$ cat config.mk
export PLATFORM = sky130hd
export DESIGN_NAME = decoder_load_ctrl
export DESIGN_NICKNAME = d
export VERILOG_FILES = /design/src/rtl/decoder_ctrl_pkg.sv /design/src/rtl/decoder_load_ctrl_idle_timer.sv /design/src/rtl/decoder_load_ctrl.sv
export SDC_FILE = /design/constraint.sdc
export NUM_CORES = 1
export LEC_CHECK = 0
export CAP_MARGIN = 20
export CORE_MARGIN = 2
export CORE_UTILIZATION = 56
export CTS_CLUSTER_SIZE = 30
export DETAILED_ROUTE_END_ITERATION = 8
export GPL_TIMING_DRIVEN = 0
export PLACE_DENSITY_LB_ADDON = 0.1
export SYNTH_ARGS = -nofsm -noshare
export SYNTH_HDL_FRONTEND = slang
export SYNTH_SLANG_ARGS = --single-unit
$ cat constraint.sdc
create_clock -name clk -period 4.2 [get_ports clk]
set_input_delay 0.63 -clock clk [delete_from_list [all_inputs] [get_ports clk]]
set_output_delay 0.63 -clock clk [all_outputs]
set_load 0.03 [all_outputs]
$ cat src/rtl/decoder_ctrl_pkg.sv
// Shared types and constants for the decoder load controller.
// State encoding is visible on o_state, so it is fixed here.
package decoder_ctrl_pkg;

    localparam int DATA_W_DEF = 48;

    localparam int ERR_LEN = 0;
    localparam int ERR_TMO = 1;

    typedef enum logic [2:0] {
        ST_IDLE = 3'd0,
        ST_LOAD = 3'd1,
        ST_FULL = 3'd2,
        ST_SEND = 3'd3,
        ST_WAIT = 3'd4,
        ST_ERR  = 3'd5
    } state_e;

endpackage

$ cat src/rtl/decoder_load_ctrl_idle_timer.sv
// Inter-bit idle timer: counts enabled cycles since the last restart.
// tc pulses when the count sits at TIMEOUT_CYC-1; a restart masks it.
module idle_timer #(
    parameter int TIMEOUT_CYC = 1_000_000,
    parameter int W = $clog2(TIMEOUT_CYC)
) (
    input  logic clk,
    input  logic rst_n,
    input  logic en,
    input  logic restart,
    output logic tc
);

    logic [W-1:0] cnt;

    assign tc = en && !restart && (cnt == W'(TIMEOUT_CYC - 1));

    always_ff @(posedge clk or negedge rst_n) begin
        if (!rst_n) begin
            cnt <= '0;
        end else if (restart || !en || tc) begin
            cnt <= '0;
        end else begin
            cnt <= cnt + 1'b1;
        end
    end

endmodule

$ cat src/rtl/decoder_load_ctrl.sv
// Assembles a command word from bit pulses, validates its length and
// hands it to the decoder over valid/ready, then waits for completion.
module decoder_load_ctrl
    import decoder_ctrl_pkg::*;
#(
    parameter int DATA_W = DATA_W_DEF,
    parameter int TIMEOUT_CYC = 1_000_000,
    localparam int CNT_W = $clog2(DATA_W + 1)
) (
    input  logic              clk,
    input  logic              ck_rstn,
    input  logic              i_bit0,
    input  logic              i_bit1,
    input  logic              i_commit,
    input  logic              i_abort,
    output logic [DATA_W-1:0] o_word,
    output logic              o_valid,
    input  logic              i_ready,
    input  logic              i_dec_done,
    output logic              o_busy,
    output logic [2:0]        o_state,
    output logic [1:0]        o_err,
    output logic [CNT_W-1:0]  o_count
);

    state_e            state;
    logic [DATA_W-1:0] sr;
    logic [CNT_W-1:0]  count;
    logic              valid;
    logic [1:0]        err;

    logic any_bit;
    logic vld_bit;
    logic bit_val;
    logic tmr_en;
    logic tmo;

    // Both bit buttons at once carry no value but still count as activity.
    assign any_bit = i_bit0 | i_bit1;
    assign vld_bit = i_bit0 ^ i_bit1;
    assign bit_val = i_bit1;
    assign tmr_en  = (state == ST_LOAD);

    idle_timer #(
        .TIMEOUT_CYC(TIMEOUT_CYC)
    ) u_timer (
        .clk(clk),
        .rst_n(ck_rstn),
        .en(tmr_en),
        .restart(any_bit),
        .tc(tmo)
    );

    always_ff @(posedge clk or negedge ck_rstn) begin
        if (!ck_rstn) begin
            state <= ST_IDLE;
            sr    <= '0;
            count <= '0;
            valid <= 1'b0;
            err   <= '0;
        end else if (i_abort) begin
            if (state != ST_ERR) err <= '0;
            state <= ST_IDLE;
            sr    <= '0;
            count <= '0;
            valid <= 1'b0;
        end else begin
            unique case (state)
                ST_IDLE: begin
                    if (vld_bit) begin
                        state <= ST_LOAD;
                        sr    <= {{(DATA_W-1){1'b0}}, bit_val};
                        count <= CNT_W'(1);
                        err   <= '0;
                    end
                end
                ST_LOAD: begin
                    if (vld_bit) begin
                        sr    <= {sr[DATA_W-2:0], bit_val};
                        count <= count + 1'b1;
                        if (count == CNT_W'(DATA_W - 1)) state <= ST_FULL;
                    end else if (i_commit) begin
                        state        <= ST_ERR;
                        err[ERR_LEN] <= 1'b1;
                    end else if (tmo) begin
                        state        <= ST_ERR;
                        err[ERR_TMO] <= 1'b1;
                    end
                end
                ST_FULL: begin
                    if (any_bit) begin
                        state        <= ST_ERR;
                        err[ERR_LEN] <= 1'b1;
                    end else if (i_commit) begin
                        state <= ST_SEND;
                        valid <= 1'b1;
                    end
                end
                ST_SEND: begin
                    if (valid && i_ready) begin
                        state <= ST_WAIT;
                        valid <= 1'b0;
                    end
                end
                ST_WAIT: begin
                    if (i_dec_done) begin
                        state <= ST_IDLE;
                        count <= '0;
                    end
                end
                ST_ERR: begin
                    if (i_commit) begin
                        state <= ST_IDLE;
                        count <= '0;
                    end
                end
                default: state <= ST_IDLE;
            endcase
        end
    end

    assign o_word  = sr;
    assign o_valid = valid;
    assign o_state = state;
    assign o_err   = err;
    assign o_count = count;
    assign o_busy  = (state != ST_IDLE) && (state != ST_ERR);

endmodule
# Word-level counts from Yosys, hierarchy flattened
# Cells that the tools add are included.
# W data, S select, Z words.
dict set report totals {
  register_bits 80
  input_bits 8
  out_inout_bits 61
  word_cells 92
}
dict set report classes {
  n_addsub 2
  eq_ne 24
  muxes 37
  n_bitwise 2
  reduce_logical 20
}
# operator count
set op_table {}
lappend op_table {{$mux W48} 3}
lappend op_table {{$pmux W48 S2} 1}
lappend op_table {{$ne A3 B3 Y1 const B} 12}
lappend op_table {{$mux W3} 11}
lappend op_table {{$mux W6} 5}
lappend op_table {{$pmux W6 S4} 1}
lappend op_table {{$add A20 B1 Y20 const B} 1}
lappend op_table {{$eq A20 B20 Y1 const B} 1}
lappend op_table {{$mux W20} 1}
lappend op_table {{$pmux W3 S6} 1}
lappend op_table {{$reduce_and A6 Y1} 2}
lappend op_table {{$reduce_bool A3 Y1} 3}
lappend op_table {{$mux W2} 4}
lappend op_table {{$mux W1} 7}
lappend op_table {{$reduce_and A7 Y1} 1}
lappend op_table {{$add A6 B1 Y6 const B} 1}
lappend op_table {{$eq A3 B2 Y1 const B} 2}
lappend op_table {{$eq A3 B3 Y1 const B} 2}
lappend op_table {{$eq A6 B6 Y1 const B} 1}
lappend op_table {{$ne A5 B5 Y1 const B} 1}
lappend op_table {{$reduce_and A5 Y1} 1}
lappend op_table {{$reduce_bool A5 Y1} 1}
lappend op_table {{$logic_and A1 B1 Y1} 4}
lappend op_table {{$ne A4 B3 Y1 const B} 1}
lappend op_table {{other kinds (14)} 17}

# Depth between registers and ports, before layout
dict set report depth {
  depth_word 9
  depth_mapped 9
  ltp_nobuf 7
}

# Cells and area by module
# From an unflattened synthesis, not the netlist that was laid out.
dict set report hier_totals {
  cells_unflattened 310
  hier_area_um2 3590.9
}
# mod instances cells_each area_each_um2 seq_area_each_um2
set by_module_without_submodules {}
lappend by_module_without_submodules {decoder_load_ctrl 1 208 2555.0 1501.4}
lappend by_module_without_submodules {idle_timer 1 102 1036.0 500.5}

# Least setup slack after synthesis
# OpenSTA, ideal clock, no wires.
dict set report synth_timing {
  path_kind {input port to flip-flop}
  from {input i_bit0}
  to {register sr[0], in the netlist o_word[0]}
  setup_time_ns 0.095
  t_arrival_ns 2.059
  required_ns 4.105
  setup_slack_ns 2.045
  cell_stages 9
  n_path_buf 3
  path_cell_list {inv_1 -> ha_1 -> buf_2 -> nor2b_1 -> a21oi_1 -> buf_2 -> buf_2 -> nand2_1 -> o31ai_1}
}
dict set report synth_between {
  elab_chain_len 3
  elab_cells_between_ends 4
  classes_between {2 x eq/ne; 1 x bitwise; 1 x reduce/logical}
}
# item line
set synth_lines {}
lappend synth_lines {{from (decl)} decoder_load_ctrl.sv:12} ;# input logic i_bit0,
lappend synth_lines {{$xor A1 B1 Y1 (*)} decoder_load_ctrl.sv:40} ;# assign vld_bit = i_bit0 ^ i_bit1;
lappend synth_lines {{$ne A3 B3 Y1 (no line)} n/a}
lappend synth_lines {{$reduce_and A3 Y1 (no line) (*)} n/a}
lappend synth_lines {{to (signal assigned)} decoder_load_ctrl.sv:72} ;# sr <= {{(DATA_W-1){1'b0}}, bit_val};
lappend synth_lines {{to (signal assigned)} decoder_load_ctrl.sv:79} ;# sr <= {sr[DATA_W-2:0], bit_val};
lappend synth_lines {{to (decl)} decoder_load_ctrl.sv:27} ;# logic [DATA_W-1:0] sr;
# Mark *: on every way between the ends. The rest lies on a longest branch, timed or not.
# A chain may end at the register's enable or synchronous reset.

# Worst setup path after layout
dict set report layout_timing {
  from {input i_bit1}
  to {register sr[18], in the netlist o_word[18]}
}
dict set report layout_between {
  elab_chain_len 3
  elab_cells_between_ends 4
  classes_between {2 x eq/ne; 1 x bitwise; 1 x reduce/logical}
}
# item line
set layout_lines {}
lappend layout_lines {{from (decl)} decoder_load_ctrl.sv:13} ;# input logic i_bit1,
lappend layout_lines {{$xor A1 B1 Y1 (*)} decoder_load_ctrl.sv:40}
lappend layout_lines {{$ne A3 B3 Y1 (no line)} n/a}
lappend layout_lines {{$reduce_and A3 Y1 (no line) (*)} n/a}
# Marks and branches as above.

==> flow_metrics.env <==
export IMPL_fillers=488
export IMPL_finalCriticalPeriod_ps=2763
export IMPL_vdd_drop_max_mv=0.3055
export IMPL_clock_skew_ps=8.854
export IMPL_yosys_area_top_type="dfrtp_1"
export IMPL_power_mw=1.934
export IMPL_cts_sinks=80
export IMPL_fp_dieH_um=84.88
export IMPL_ys_seq_area_share_pct=54.64
export IMPL_p_comb_share_pct=25.9
export IMPL_finalNetCount=491
export IMPL_grt_ovfl_total=0
export IMPL_hold_viol=0
export IMPL_grt_pass1_wl_um=13560
export IMPL_synth_top_area_share_pct=54.64
export IMPL_drt_pass1_iter_count=4
export IMPL_grt_util_all_layers_pct=23.62
export IMPL_critPathSlowestCell="a21oi_1"
export IMPL_p_per_area_mw_per_mm2=414.3
export IMPL_max_freq_mhz=362.0
export IMPL_ys_warn_count=0
export IMPL_syn_area_per_cell_um2=9.136
export IMPL_synth_most_common_cell="nand2_1"
export IMPL_fin_crit_sh_pct=65.77
export IMPL_hold_buffers=0
export IMPL_cp_end_kind="flop"
export IMPL_cts_resized=0
export IMPL_tightest_slew_ps=782.6
export IMPL_synth_nets=412
export IMPL_postSynth_asyncResetShare_pct=100.0
export IMPL_rrSetupSlack_ps=2120
export IMPL_drt_iter0_drc=148
export IMPL_r2r_cells=6
export IMPL_wl_um=7921
export IMPL_cts_buffers=9
export IMPL_postLayoutSetupSlackWorst_ps=1437
export IMPL_antenna_found_initial=0
export IMPL_cpPeakStageDelay_ps=500
export IMPL_rows=29
export IMPL_cts_tree="done"
export IMPL_dp_cells=546
export IMPL_synth_distinct_cells=45
export IMPL_final_antenna_net_count=0
export IMPL_relSlewSlack_pct=47.43
export IMPL_cp_common_cell="buf_2"
export IMPL_clockBufferDepth=2
export IMPL_wl_per_cell_um=14.09
export IMPL_synth_edf_count=0
export IMPL_insertion_delay_ps=340
export IMPL_grt_max_degree=49
export IMPL_worstSetupPathType="in -> reg"
export IMPL_dp_worst_setup_slack_ps=1078
export IMPL_worstReg2RegStart="u_timer.cnt[0]$_DFF_PN0_"
export IMPL_ys_top_cells_by_area="dfrtp_1 55%, nand2_1 11%, o21ai_0 7.7%"
export IMPL_utilization_pct=73.52
export IMPL_coreArea_mm2=0.006350
export IMPL_post_dp_cell_area_mm2=0.004456
export IMPL_p_int_mw=1.308
export IMPL_root_buffer="clkbuf_8"
export IMPL_htreeDepth=3
export IMPL_syn_cell_area_mm2=0.003664
export IMPL_gp_congestion=0.8535
export IMPL_instances_no_fill=562
export IMPL_synth_cells=401
export IMPL_cts_setup_buffers=0
export IMPL_path_clk_slew_ps=80
export IMPL_timing_rr_end="o_state[1]$_DFFE_PN0P_"
export IMPL_dieArea_mm2=0.007205
export IMPL_area_growth_pct=27.42
export IMPL_netlist_top_cells_count="108 x nand2_1, 80 x dfrtp_1, 56 x o21ai_0"
export IMPL_worst_ep_required_time_ps=4450
export IMPL_rsz0062_at_grt="no"
export IMPL_synth_seq_cells=80
export IMPL_synth_ff_type="dfrtp_1"
export IMPL_grt_pass1_vias=2908
export IMPL_design_area_mm2=0.004668
export IMPL_cp_max_fo=10
export IMPL_hp_class="in -> async"
export IMPL_drc=0
export IMPL_routed_via_density=5.402
export IMPL_n_antenna_cell=0
export IMPL_io_buffers=67
export IMPL_power_frac_clock_pct=31.3
export IMPL_num_io_pins=69
export IMPL_final_setup_viol_count=0
export IMPL_crit_chain="clkdlybuf4s50_1, inv_1, ha_1, buf_2, nor2b_1, a21oi_1, buf_2, buf_2, nand2_1, o21ai_0"
export IMPL_maxSlewViolCount=0
export IMPL_leakage_nw=1.947
export IMPL_maxCapViolations=0
export IMPL_status="complete, no violations"
export IMPL_p_switching_mw=0.6264
export IMPL_via_count=3036
export IMPL_drive_gt1_share_pct=8.660
export IMPL_hpwl_um=5584
export IMPL_seq_power_share_pct=42.8
export IMPL_start_util_pct=57.69
export IMPL_switching_share_pct=32.39
export IMPL_die_w_um=84.88
export IMPL_worst_ep_arrival_time_ps=3010
export IMPL_start_kind="primary input"
## worst max-delay path: cells and delay by family
family,cells,cell delay [ps]
simple gates,2,260
compound gates,2,590
buf+inv,5,1270
fa+ha+maj,1,260
## per-stage QoR
stage / hold WS [ps] / setup TNS, ps
6_report: 219.0 / 0
5_1_grt: 244.1 / 0
4_1_cts: 225.0 / 0
3_5_place_dp: 477.7 / 0
3_3_place_gp: 475.5 / -25910
2_1_floorplan: 334.4 / 0
## layout by cell type, fill, tap and decap left out, drive strengths merged, types with 2 or more instances in the layout
master and n:
o21ai 56, ha 3, nand3b 3, nor3 4
clkbuf 17, nor4 3, a211oi 2, mux2i 2
clkinv 2, nand3 14, xnor2 8, nand4 4
dfrtp 80, nor2 31, nand2b 5, or2 3
clkdlybuf4s50 66, and4 2, inv 8, nand2 108
mux2 3, buf 19, and3 2, bufinv 2
a21oi 11, xor2 11
## per-layer routing
metal  vias to the layer above  part of all wire [%]  track usage [%]
met5                         -                     0                0
met3                        10                   3.6            4.183
li1                       1489                     -                -
met2                        69                    47            35.22
met1                      1468                    48            34.63
met4                         0                   1.6            9.812
## sequential cells by signal, summed over array words and instances (netlist names)
signal       flops
o_valid          1
o_count          6
o_word          48
o_err            2
u_timer.cnt     20
o_state          3
## layout make-up
class                           count  area (µm²)  share of cell area, %
Inverter                            8       30.03                 0.6433
Sequential cell                    80        2002                  42.88
Multi-Input combinational cell    290        1506                  32.27
Tap cell                           77       96.34                  2.064
Clock buffer                       11       131.4                  2.814
Timing Repair Buffer               68       695.7                  14.90
Clock inverter                      5       81.33                  1.742
Buffer                             23       125.1                  2.680
## power groups by stage
stage | Combinational [mW] | Sequential [mW] | Clock [mW]
6_report | 0.500 | 0.828 | 0.606
5_1_grt | 0.549 | 0.831 | 0.658
4_1_cts | 0.501 | 0.827 | 0.623
3_5_place_dp | 0.500 | 0.842 | 0
3_3_place_gp | 0.492 | 0.842 | 0
2_1_floorplan | 0.287 | 0.884 | 0
## worst max path at each step
stage / to / startpoint / cells past startpoint / slack, ps
4_1_cts: o_word[18]$_DFFE_PN0P_ / i_bit1 / 10 / 1440
3_5_place_dp: o_word[18]$_DFFE_PN0P_ / i_bit1 / 10 / 1080
2_1_floorplan: o_word[0]$_DFFE_PN0P_ / i_bit0 / 9 / 2050
6_report: o_word[18]$_DFFE_PN0P_ / i_bit1 / 10 / 1440
3_3_place_gp: o_word[34]$_DFFE_PN0P_ / ck_rstn / 1 / -330
5_1_grt: o_word[15]$_DFFE_PN0P_ / i_bit1 / 10 / 1260
## cells by family after synthesis
kind of cell	Yosys count	share of synthesized area, %
muxes	5	1.469
DFF	80	54.64
and+or+nand+nor	186	22.61
adders and majority gates	3	1.025
xor gates and xnor gates	19	4.542
AOI/OAI and AO/OA	77	11.48
buffers and inverters	31	4.235
(Power assumes the default switching activity.)
